===== config.mk =====
export PLATFORM = sky130hd
export DESIGN_NAME = cache_arbiter
export DESIGN_NICKNAME = d
export VERILOG_FILES = /design/src/rtl/cache_arbiter_pkg.sv /design/src/rtl/cache_arbiter.sv
export SDC_FILE = /design/constraint.sdc
export NUM_CORES = 1
export LEC_CHECK = 0
export ABC_CLOCK_PERIOD_IN_PS = 1650
export CORE_AREA = 2 2 547 549
export CTS_BUF_LIST = sky130_fd_sc_hd__clkbuf_2
export CTS_CLUSTER_DIAMETER = 40
export DETAILED_ROUTE_END_ITERATION = 6
export DIE_AREA = 0 0 549 551
export MAX_ROUTING_LAYER = met4
export PLACE_DENSITY_LB_ADDON = 0.1
export SLEW_MARGIN = 20
export SYNTH_ARGS = -nofsm -noshare
export SYNTH_HDL_FRONTEND = slang
export SYNTH_SLANG_ARGS = --single-unit

===== constraint.sdc =====
create_clock -name clk -period 1.65 [get_ports clk]
set_input_delay 0.33 -clock clk [delete_from_list [all_inputs] [get_ports clk]]
set_output_delay 0.33 -clock clk [all_outputs]
set_load 0.005 [all_outputs]

===== src/rtl/cache_arbiter_pkg.sv =====
// Shared types and default widths for the L1 cache to physical-memory arbiter.
package cache_arb_types;

  localparam int DEFAULT_LINE_WIDTH = 256;
  localparam int DEFAULT_ADDR_WIDTH = 32;

  typedef enum logic [1:0] {
    ARB_IDLE,
    ARB_ICACHE,
    ARB_DCACHE
  } arb_state_t;

  typedef enum logic {
    ARB_OP_READ,
    ARB_OP_WRITE
  } arb_op_t;

endpackage


===== src/rtl/cache_arbiter.sv =====
// Serialises I-cache fills and D-cache fills/writebacks onto one memory port.
// Define CACHE_ARB_RR_EN for round-robin on contention instead of fixed D-cache priority.
module cache_arbiter #(
  parameter int LINE_WIDTH = cache_arb_types::DEFAULT_LINE_WIDTH,
  parameter int ADDR_WIDTH = cache_arb_types::DEFAULT_ADDR_WIDTH
) (
  input  logic                  clk,
  input  logic                  rst,

  input  logic                  icache_pmem_read,
  input  logic [ADDR_WIDTH-1:0] icache_pmem_address,
  output logic [LINE_WIDTH-1:0] icache_pmem_rdata,
  output logic                  icache_pmem_resp,

  input  logic                  dcache_pmem_read,
  input  logic                  dcache_pmem_write,
  input  logic [ADDR_WIDTH-1:0] dcache_pmem_address,
  input  logic [LINE_WIDTH-1:0] dcache_pmem_wdata,
  output logic [LINE_WIDTH-1:0] dcache_pmem_rdata,
  output logic                  dcache_pmem_resp,

  output logic                  pmem_read,
  output logic                  pmem_write,
  output logic [ADDR_WIDTH-1:0] pmem_address,
  output logic [LINE_WIDTH-1:0] pmem_wdata,
  input  logic [LINE_WIDTH-1:0] pmem_rdata,
  input  logic                  pmem_resp
);

  import cache_arb_types::*;

  arb_state_t            state;
  arb_op_t               op_q;
  logic [ADDR_WIDTH-1:0] addr_q;
  logic [LINE_WIDTH-1:0] wdata_q;

  logic d_req;
  logic i_req;
  logic grant_d;
  logic grant_i;

`ifdef CACHE_ARB_RR_EN
  logic last_grant;  // 0 = I-cache served last, 1 = D-cache served last
`endif

  assign d_req = dcache_pmem_read | dcache_pmem_write;
  assign i_req = icache_pmem_read;

  // NOTE: every signal assigned in always_comb gets a default first, so no path leaves it unassigned and no latch is inferred.
  always_comb begin
    grant_d = 1'b0;
    grant_i = 1'b0;
    if (d_req && i_req) begin
`ifdef CACHE_ARB_RR_EN
      grant_d = ~last_grant;
      grant_i = last_grant;
`else
      grant_d = 1'b1;
`endif
    end else begin
      grant_d = d_req;
      grant_i = i_req;
    end
  end

  // NOTE: state registers use non-blocking assignments so every flop samples pre-edge values regardless of statement order.
  always_ff @(posedge clk) begin
    if (rst) begin
      state   <= ARB_IDLE;
      op_q    <= ARB_OP_READ;
      addr_q  <= '0;
      wdata_q <= '0;
`ifdef CACHE_ARB_RR_EN
      last_grant <= 1'b0;
`endif
    end else begin
      case (state)
        ARB_IDLE: begin
          if (grant_d) begin
            state   <= ARB_DCACHE;
            // A simultaneous read and write from the D-cache resolves to the writeback.
            op_q    <= dcache_pmem_write ? ARB_OP_WRITE : ARB_OP_READ;
            addr_q  <= dcache_pmem_address;
            wdata_q <= dcache_pmem_wdata;
`ifdef CACHE_ARB_RR_EN
            last_grant <= 1'b1;
`endif
          end else if (grant_i) begin
            state   <= ARB_ICACHE;
            op_q    <= ARB_OP_READ;
            addr_q  <= icache_pmem_address;
            wdata_q <= '0;
`ifdef CACHE_ARB_RR_EN
            last_grant <= 1'b0;
`endif
          end
        end
        ARB_ICACHE, ARB_DCACHE: begin
          if (pmem_resp) state <= ARB_IDLE;
        end
        default: state <= ARB_IDLE;
      endcase
    end
  end

  // Memory side is driven purely from the latched request, so client glitches never reach it.
  assign pmem_read    = (state != ARB_IDLE) && (op_q == ARB_OP_READ);
  assign pmem_write   = (state != ARB_IDLE) && (op_q == ARB_OP_WRITE);
  assign pmem_address = addr_q;
  assign pmem_wdata   = wdata_q;

  assign icache_pmem_resp  = (state == ARB_ICACHE) && pmem_resp;
  assign dcache_pmem_resp  = (state == ARB_DCACHE) && pmem_resp;
  assign icache_pmem_rdata = (state == ARB_ICACHE) ? pmem_rdata : '0;
  assign dcache_pmem_rdata = (state == ARB_DCACHE) ? pmem_rdata : '0;

endmodule


* Word-level counts from Yosys, hierarchy flattened *
Cells that the tools add are included.

word-level totals
  register bits after elaboration = 291
  bits of input ports = 582
  logic and storage cells = 36

operators by class
  equality and inequality tests = 4
  mux-type cells = 15
  bitwise operators = 2
  reduce and logical (&&, ||, !) cells = 11

operators with widths
  operator            number
  $mux 256            4
  $mux 32             2
  $mux 2              3
  $logic_and 1x1->1   5
  $mux 1              5
  $pmux 2 s2          1
  $reduce_and 2->1    2
  $reduce_bool 2->1   2
  $ne 3x3->1 const B  1
  $eq 2x1->1 const B  1
  $eq 2x2->1 const B  1
  $logic_not 2->1     1
  $ne 2x2->1 const B  1
  $reduce_or 2->1     1
  $not 1->1           1
  $or 1x1->1          1

* Logic depth before layout (Yosys ltp) *
Gate-level depths: netlist (run 1).

  word-level depth = 6
  gate-level depth with buffers = 7
  gate-level depth less buffers = 5

* Least setup slack after synthesis (run 1) *
Ideal clock, no wire load.

  kind = register to output
  start point = register state[0]
  end point = output port dcache_pmem_rdata[100]
  arrival = 1205 ps
  data required time = 1320 ps
  path slack = 115 ps
  cell stages (with the launch flop) = 6
  cell sequence = dfxtp_1 inv_1 ha_1 clkbuf_1 clkbuf_1 and2_1

on the way
  word-level cells in the longest chain between the ends = 2

ends and longest elaborated chain
  what                    line                  source
  start, declared         cache_arbiter.sv:32   arb_state_t state;
  start signal, assigned  cache_arbiter.sv:69   state <= ARB_IDLE;
  start signal, assigned  cache_arbiter.sv:80   state <= ARB_DCACHE;
  start signal, assigned  cache_arbiter.sv:89   state <= ARB_ICACHE;
  $eq 2x2->1              cache_arbiter.sv:115  assign dcache_pmem_rdata = (state == ARB_DCACHE) ? pmem_rdata : '0;
  $mux 256                cache_arbiter.sv:115
  end, declared           cache_arbiter.sv:19   output logic [LINE_WIDTH-1:0] dcache_pmem_rdata,

Every way passes these cells.

* Worst setup path after layout (run 1) *
  start point = register state[0]
  end point = output port dcache_pmem_rdata[217]

Same word-level chain as after synthesis.

==> flow_metrics.env, run 1 <==
export IMPL_synth_compound_area_share_pct=21.2
export IMPL_initial_core_util_pct=4.36
export IMPL_cts_tree="done"
export IMPL_synthAdderAreaFrac_pct=0.291
export IMPL_finalHoldViolations=0
export IMPL_gr_usage_met3_pct=6.66
export IMPL_period_needed_ns=3.47
export IMPL_worst_ep_arrival_time_ns=3.14
export IMPL_grt_usage_pct=12.6
export IMPL_h_tree_depth=3
export IMPL_hold_ws_ns=0.384
export IMPL_dp_cells=6695
export IMPL_setup_viol=1092
export IMPL_cp_required_ns=1.32
export IMPL_r2r_end="pmem_wdata[165]"
export IMPL_grt_pass1_vias=21000
export IMPL_fmax_ghz=0.288
export IMPL_io_pins=1386
export IMPL_yosysWarnings=0
export IMPL_final_area_um2=42200
export IMPL_syn_cell_area_um2=12900
export IMPL_p_leak_uw=0.0165
export IMPL_placed_cell_area_um2=33100
export IMPL_crit_path_max_fanout=26
export IMPL_rows=200
export IMPL_clk_path_buf_depth=4
export IMPL_r2r_slack_ns=-0.45
export IMPL_hpwlAfterDp_mm=164
export IMPL_synth_top_area_share_pct=45.1
export IMPL_synth_top_area_cell="dfxtp_1"
export IMPL_power_density_nw_per_um2=674
export IMPL_synth_top_family_by_area="simple AND/OR/NAND/NOR gates"
export IMPL_portBuffers=1385
export IMPL_dieHeight_um=551
export IMPL_timing_final_ws_setup_ns=-1.82
export IMPL_outcome="finished with violations"
export IMPL_tightest_slew_ns=0.624
export IMPL_synth_area_mux_share_pct=0
export IMPL_hold_end="state[0]"
export IMPL_yosys_area_share_simple_pct=27.3
export IMPL_viasPerCell=2.60
export IMPL_met1_usage_pct=13.0
export IMPL_drive_gt1_share_pct=19.5
export IMPL_setup_tns_final_ns=-1193.78
export IMPL_grt_remaining_overflow=0
export IMPL_worstSetupPathType="flop to output pin"
export IMPL_ant_nets=0
export IMPL_ir_worst_vdd_v=0.000364
export IMPL_path_cells="inv_2, ha_4, buf_16, buf_12, and2_1, clkdlybuf4s50_1"
export IMPL_period_share_pct=210
export IMPL_syn_inst=1346
export IMPL_routed_wl_mm=197
export IMPL_synth_xor_xnor_area_share_pct=0
export IMPL_startpoint_type="flop"
export IMPL_ff2ff_path_depth=9
export IMPL_clkTransAtPathRegs_ns=0.07
export IMPL_fp_dieW_um=549
export IMPL_syn_nets=1931
export IMPL_clock_sinks=291
export IMPL_gr_usage_met2_pct=21.0
export IMPL_clock_skew_ns=0.117
export IMPL_vias=20200
export IMPL_slowest_stage="clkdlybuf4s50_1"
export IMPL_hp_start="icache_pmem_read"
export IMPL_top_usage_layer="met2"
export IMPL_area_growth_pct=227
export IMPL_grt_pass1_wl_mm=238
export IMPL_antenna_found_initial=132
export IMPL_fin_util_pct=14.2
export IMPL_cts_made_buffers=114
export IMPL_grt_max_degree=46
export IMPL_r2r_start="state[0]"
export IMPL_ys_seq_area_share_pct=45.1
export IMPL_ys_types=23
export IMPL_min_path_cells=5
export IMPL_ys_top_cells_by_area="dfxtp_1 (45%), and2_1 (25%), a22o_1 (17%)"
export IMPL_wl_per_cell_um=25.3
export IMPL_rsz0062_at_grt="yes"
export IMPL_violations="setup timing"
export IMPL_firstDrtPassIters=5
export IMPL_cp_end_kind="output pin"
export IMPL_clock_latency_ns=1.40
export IMPL_cts_root_buf="clkbuf_2"
export IMPL_cap_violations=0
export IMPL_core_area_um2=296000
export IMPL_drt_iter0_markers=773
export IMPL_drc_errors=0
export IMPL_nets=4238
export IMPL_report_final_slew_viol_count=0
export IMPL_syn_avg_cell_area_um2=9.59
export IMPL_synth_seq_cells=291
export IMPL_relSlewSlack_pct=58.4
export IMPL_slowest_delay_ns=0.57
export IMPL_hp_class="input pin to flop"
export IMPL_dieArea_um2=302000
export IMPL_gp_congestion=0.868
export IMPL_layout_cells_non_filler=7777
layout make-up:
class / instances / area [um2]
Clock buffer: 157 / 786
Multi-Input combinational cell: 918 / 6420
Fill cell: 34000 / 254000
Inverter: 3 / 13.8
Timing Repair Buffer: 2325 / 23800
Tap cell: 3939 / 4930
Clock inverter: 37 / 153
Antenna cell: 107 / 268
Sequential cell: 291 / 5830
report_power, final:
part | leakage, uW | switching [uW] | total (uW) | internal [uW]
combinational | 0.0134 | 5420 | 12900 | 7460
sequential | 0.00240 | 666 | 8540 | 7870
clock | 0.000726 | 4410 | 6990 | 2580
total | 0.0165 | 10500 | 28400 | 17900
Yosys cell counts, drive strengths merged:
cell type,number
nor2,36
nor3,1
nor2b,2
and2,514
nor3b,1
o31a,1
clkbuf,71
a31oi,1
o2bb2ai,1
nand2b,2
nand2,32
a311oi,32
ha,3
a22oi,1
inv,3
o21ai,33
dfxtp,291
a22o,256
a21oi,2
buf,63
cells by family after synthesis:
| group | count (synthesis) |
|---|---|
| flip-flops | 291 |
| AO/OA/AOI/OAI | 327 |
| adder cells (fa/ha/maj) | 3 |
| buffers and inverters | 137 |
| AND/OR/NAND/NOR | 588 |
critical path: cells and delay by family (launching register included):
family,cells,cell delay (ns)
buffers and inverters,4,1.02
DFF,1,0.34
adders and majority gates,1,0.20
and+or+nand+nor,1,0.14
metrics by stage:
stage	power (uW)	worst slack [ns]
finish	28400	-1.82
floorplan	11100	0.115
detailed placement	19700	-0.659
global placement	19800	-0.678
CTS	29300	-2.25
global route	30500	-2.17
how the worst max path moves through the flow:
| stage | from | endpoint | slack, ns | cells after the start |
|---|---|---|---|---|
| 6_report | state[0] | dcache_pmem_rdata[217] | -1.82 | 6 |
| 5_1_grt | state[0] | dcache_pmem_rdata[217] | -2.17 | 6 |
| 4_1_cts | state[0] | icache_pmem_rdata[21] | -2.25 | 8 |
| 3_5_place_dp | state[0] | icache_pmem_rdata[179] | -0.66 | 6 |
| 3_3_place_gp | state[0] | icache_pmem_rdata[179] | -0.68 | 6 |
| 2_1_floorplan | state[0] | dcache_pmem_rdata[100] | 0.12 | 5 |
cells in the final DEF (no fill, tap or decap), drive strengths merged, types with 2 or more instances in the layout:
| cell type | count |
|---|---|
| clkdlybuf4s50 | 1030 |
| and2 | 514 |
| o21ai | 33 |
| dlymetal6s2s | 24 |
| ha | 3 |
| diode | 107 |
| buf | 419 |
| nand2b | 2 |
| dlygate4sd3 | 709 |
| a21oi | 2 |
| nor2 | 36 |
| nor2b | 2 |
| clkdlybuf4s15 | 36 |
| dfxtp | 291 |
| dlygate4sd2 | 36 |
| clkbuf | 227 |
| a311oi | 32 |
| clkinv | 36 |
| inv | 4 |
| a22o | 256 |
| nand2 | 32 |
sequential cells by signal, summed over array words and instances (netlist names):
signal,count
pmem_address,32
op_q,1
state,2
pmem_wdata,256
repair_timing:
item | in CTS | in global routing
cloned | 14 | 8
gates resized for setup | 561 | 320
hold buffers | 709 | 0
buffers inserted | 26 | 26
hold endpoints to repair | 291 | 0
pin swaps | 2 | 1
endpoints found under the setup margin | 1092 | 1092
metal layers:
| metal | vias up | routed length [um] |
|---|---|---|
| met2 | 1083 | 93500 |
| met4 | 0 | 5080 |
| met5 | - | 0 |
| met1 | 9403 | 73800 |
| met3 | 230 | 24200 |
| li1 | 9480 | - |
(Power assumes the default switching activity.)
==> inputs of run 2 (changes only) <==
--- a/config.mk
+++ b/config.mk
@@ -6,6 +6,7 @@
 export NUM_CORES = 1
 export LEC_CHECK = 0
 export ABC_CLOCK_PERIOD_IN_PS = 1650
+export CAP_MARGIN = 20
 export CORE_AREA = 2 2 547 549
 export CTS_BUF_LIST = sky130_fd_sc_hd__clkbuf_2
 export CTS_CLUSTER_DIAMETER = 40
@@ -13,6 +14,7 @@
 export DIE_AREA = 0 0 549 551
 export MAX_ROUTING_LAYER = met4
 export PLACE_DENSITY_LB_ADDON = 0.1
+export SKIP_CTS_REPAIR_TIMING = 1
 export SLEW_MARGIN = 20
 export SYNTH_ARGS = -nofsm -noshare
 export SYNTH_HDL_FRONTEND = slang
==> flow_metrics.env, run 2 (same netlist as run 1, synthesis figures left out) <==
export IMPL_grt_pass1_vias=17800
export IMPL_violations="setup timing"
export IMPL_dieArea_um2=302000
export IMPL_period_needed_ns=3.46
export IMPL_p_leak_uw=0.0177
export IMPL_wl_per_cell_um=25.3
export IMPL_largest_reg_flops=256
export IMPL_fp_dieW_um=549
export IMPL_min_path_cells=3
export IMPL_relSlewSlack_pct=58.2
export IMPL_grt_max_degree=47
export IMPL_worst_ep_arrival_time_ns=3.13
export IMPL_met1_length_mm=73.2
export IMPL_nets=4241
export IMPL_multi_input_area_um2=6630
export IMPL_cap_violations=0
export IMPL_gp_congestion=0.868
export IMPL_h_tree_depth=3
export IMPL_wl_met3_mm=24.7
export IMPL_drc_errors=0
export IMPL_io_pins=1386
export IMPL_ir_worst_vdd_v=0.000368
export IMPL_grt_usage_pct=12.1
export IMPL_layout_area_seq_um2=5830
export IMPL_placed_cell_area_um2=33100
export IMPL_power_uw=28900
export IMPL_drive_gt1_share_pct=24.7
export IMPL_r2r_end="pmem_wdata[165]"
export IMPL_routed_wl_mm=197
export IMPL_fin_util_pct=14.4
export IMPL_p_seq_share_pct=29.6
export IMPL_final_area_um2=42600
export IMPL_timing_final_ws_setup_ns=-1.81
export IMPL_final_cell_mix="clkdlybuf4s50_1 (952), dlygate4sd3_1 (672), and2_1 (394), clkbuf_2 (310), dfxtp_1 (289)"
export IMPL_p_switching_uw=10600
export IMPL_top_layer="met4"
export IMPL_hold_end="pmem_wdata[251]"
export IMPL_wl_met2_mm=93.5
export IMPL_viasPerCell=2.60
export IMPL_portBuffers=1385
export IMPL_period_share_pct=210
export IMPL_hp_class="input pin to flop"
export IMPL_clock_sinks=291
export IMPL_fmax_ghz=0.289
export IMPL_pre_cts_ws_ns=-0.659
export IMPL_setup_viol=1092
export IMPL_clk_path_buf_depth=4
export IMPL_rows=200
export IMPL_tightest_slew_ns=0.627
export IMPL_clkTransAtPathRegs_ns=0.07
export IMPL_firstDrtPassIters=5
export IMPL_outcome="finished with violations"
export IMPL_core_area_um2=296000
export IMPL_cp_end_kind="output pin"
export IMPL_dieHeight_um=551
export IMPL_vias=20300
export IMPL_grt_pass1_wl_mm=224
export IMPL_pwr_share_clk_pct=24.2
export IMPL_grt_remaining_overflow=0
export IMPL_fill_cells=34000
export IMPL_r2r_start="state[0]"
export IMPL_clock_latency_ns=1.38
export IMPL_cts_tree="done"
export IMPL_final_common_cell="clkdlybuf4s50_1"
export IMPL_power_density_nw_per_um2=678
export IMPL_hpwlAfterDp_mm=164
export IMPL_antenna_found_initial=139
export IMPL_worstSetupPathType="flop to output pin"
export IMPL_ff2ff_path_depth=9
export IMPL_swShare_pct=36.8
export IMPL_area_growth_pct=230
export IMPL_rsz0062_at_grt="yes"
export IMPL_ant_nets=0
export IMPL_finalHoldViolations=0
export IMPL_crit_path_max_fanout=7
export IMPL_drt_iter0_markers=725
export IMPL_layout_cells_non_filler=7778
export IMPL_cp_required_ns=1.32
export IMPL_cts_root_buf="clkbuf_2"
export IMPL_comb_power_share_pct=46.3
export IMPL_dp_cells=6695
export IMPL_clock_skew_ns=0.111
export IMPL_r2r_slack_ns=-0.44
export IMPL_internal_power_uw=18200
export IMPL_startpoint_type="flop"
export IMPL_hp_start="dcache_pmem_wdata[251]"
export IMPL_initial_core_util_pct=4.36
export IMPL_report_final_slew_viol_count=0
export IMPL_cts_made_buffers=114
-- run 2: worst max-delay path, stage by stage (launching register included) --
cell and delay, ns:
dfxtp_2 0.34, buf_6 0.11, ha_4 0.17, buf_4 0.14, buf_8 0.13, buf_12 0.14, buf_4 0.14, clkbuf_16 0.16
buf_4 0.13, and2_1 0.13, clkbuf_2 0.14
-- run 2: area by class of cell --
type / count / share of cell area, %
repair buffers: 2328 / 56.3
clock buffers: 157 / 1.85
well taps: 3939 / 11.6
flip-flops and latches: 291 / 13.7
multi-input cells: 918 / 15.6
diodes: 105 / 0.617
clock inverters: 37 / 0.358
inverters: 3 / 0.0323
-- run 2: how the worst max path moves through the flow --
stage,startpoint,to,slack [ns]
floorplan,state[0],dcache_pmem_rdata[100],0.12
global placement,state[0],icache_pmem_rdata[179],-0.68
detailed placement,state[0],icache_pmem_rdata[179],-0.66
CTS,state[0],icache_pmem_rdata[179],-2.45
global route,state[0],icache_pmem_rdata[224],-2.16
finish,state[0],icache_pmem_rdata[224],-1.81
-- run 2: power by group through the flow --
stage                     clock network, uW  registers (uW)  logic, uW
after detailed placement                  0            8690      11000
after global routing                   8020            8660      14200
after floorplan                           0            8510       2590
final                                  6970            8530      13400
after CTS                              7790            8560      11100
after global placement                    0            8710      11100
-- run 2: metal layers --
layer	vias up	global-route usage [%]
met5	-	-
met4	0	2.84
met3	243	7.21
met2	1104	20.0
met1	9431	12.1
li1	9482	-
-- run 2: per-stage QoR --
step	setup TNS, ns	hold slack [ns]
finish	-1173.67	0.249
CTS	-1622.80	-1.02
detailed placement	-348.55	0.454
global placement	-361.90	0.454
floorplan	0	0.463
global route	-1483.63	-0.0398
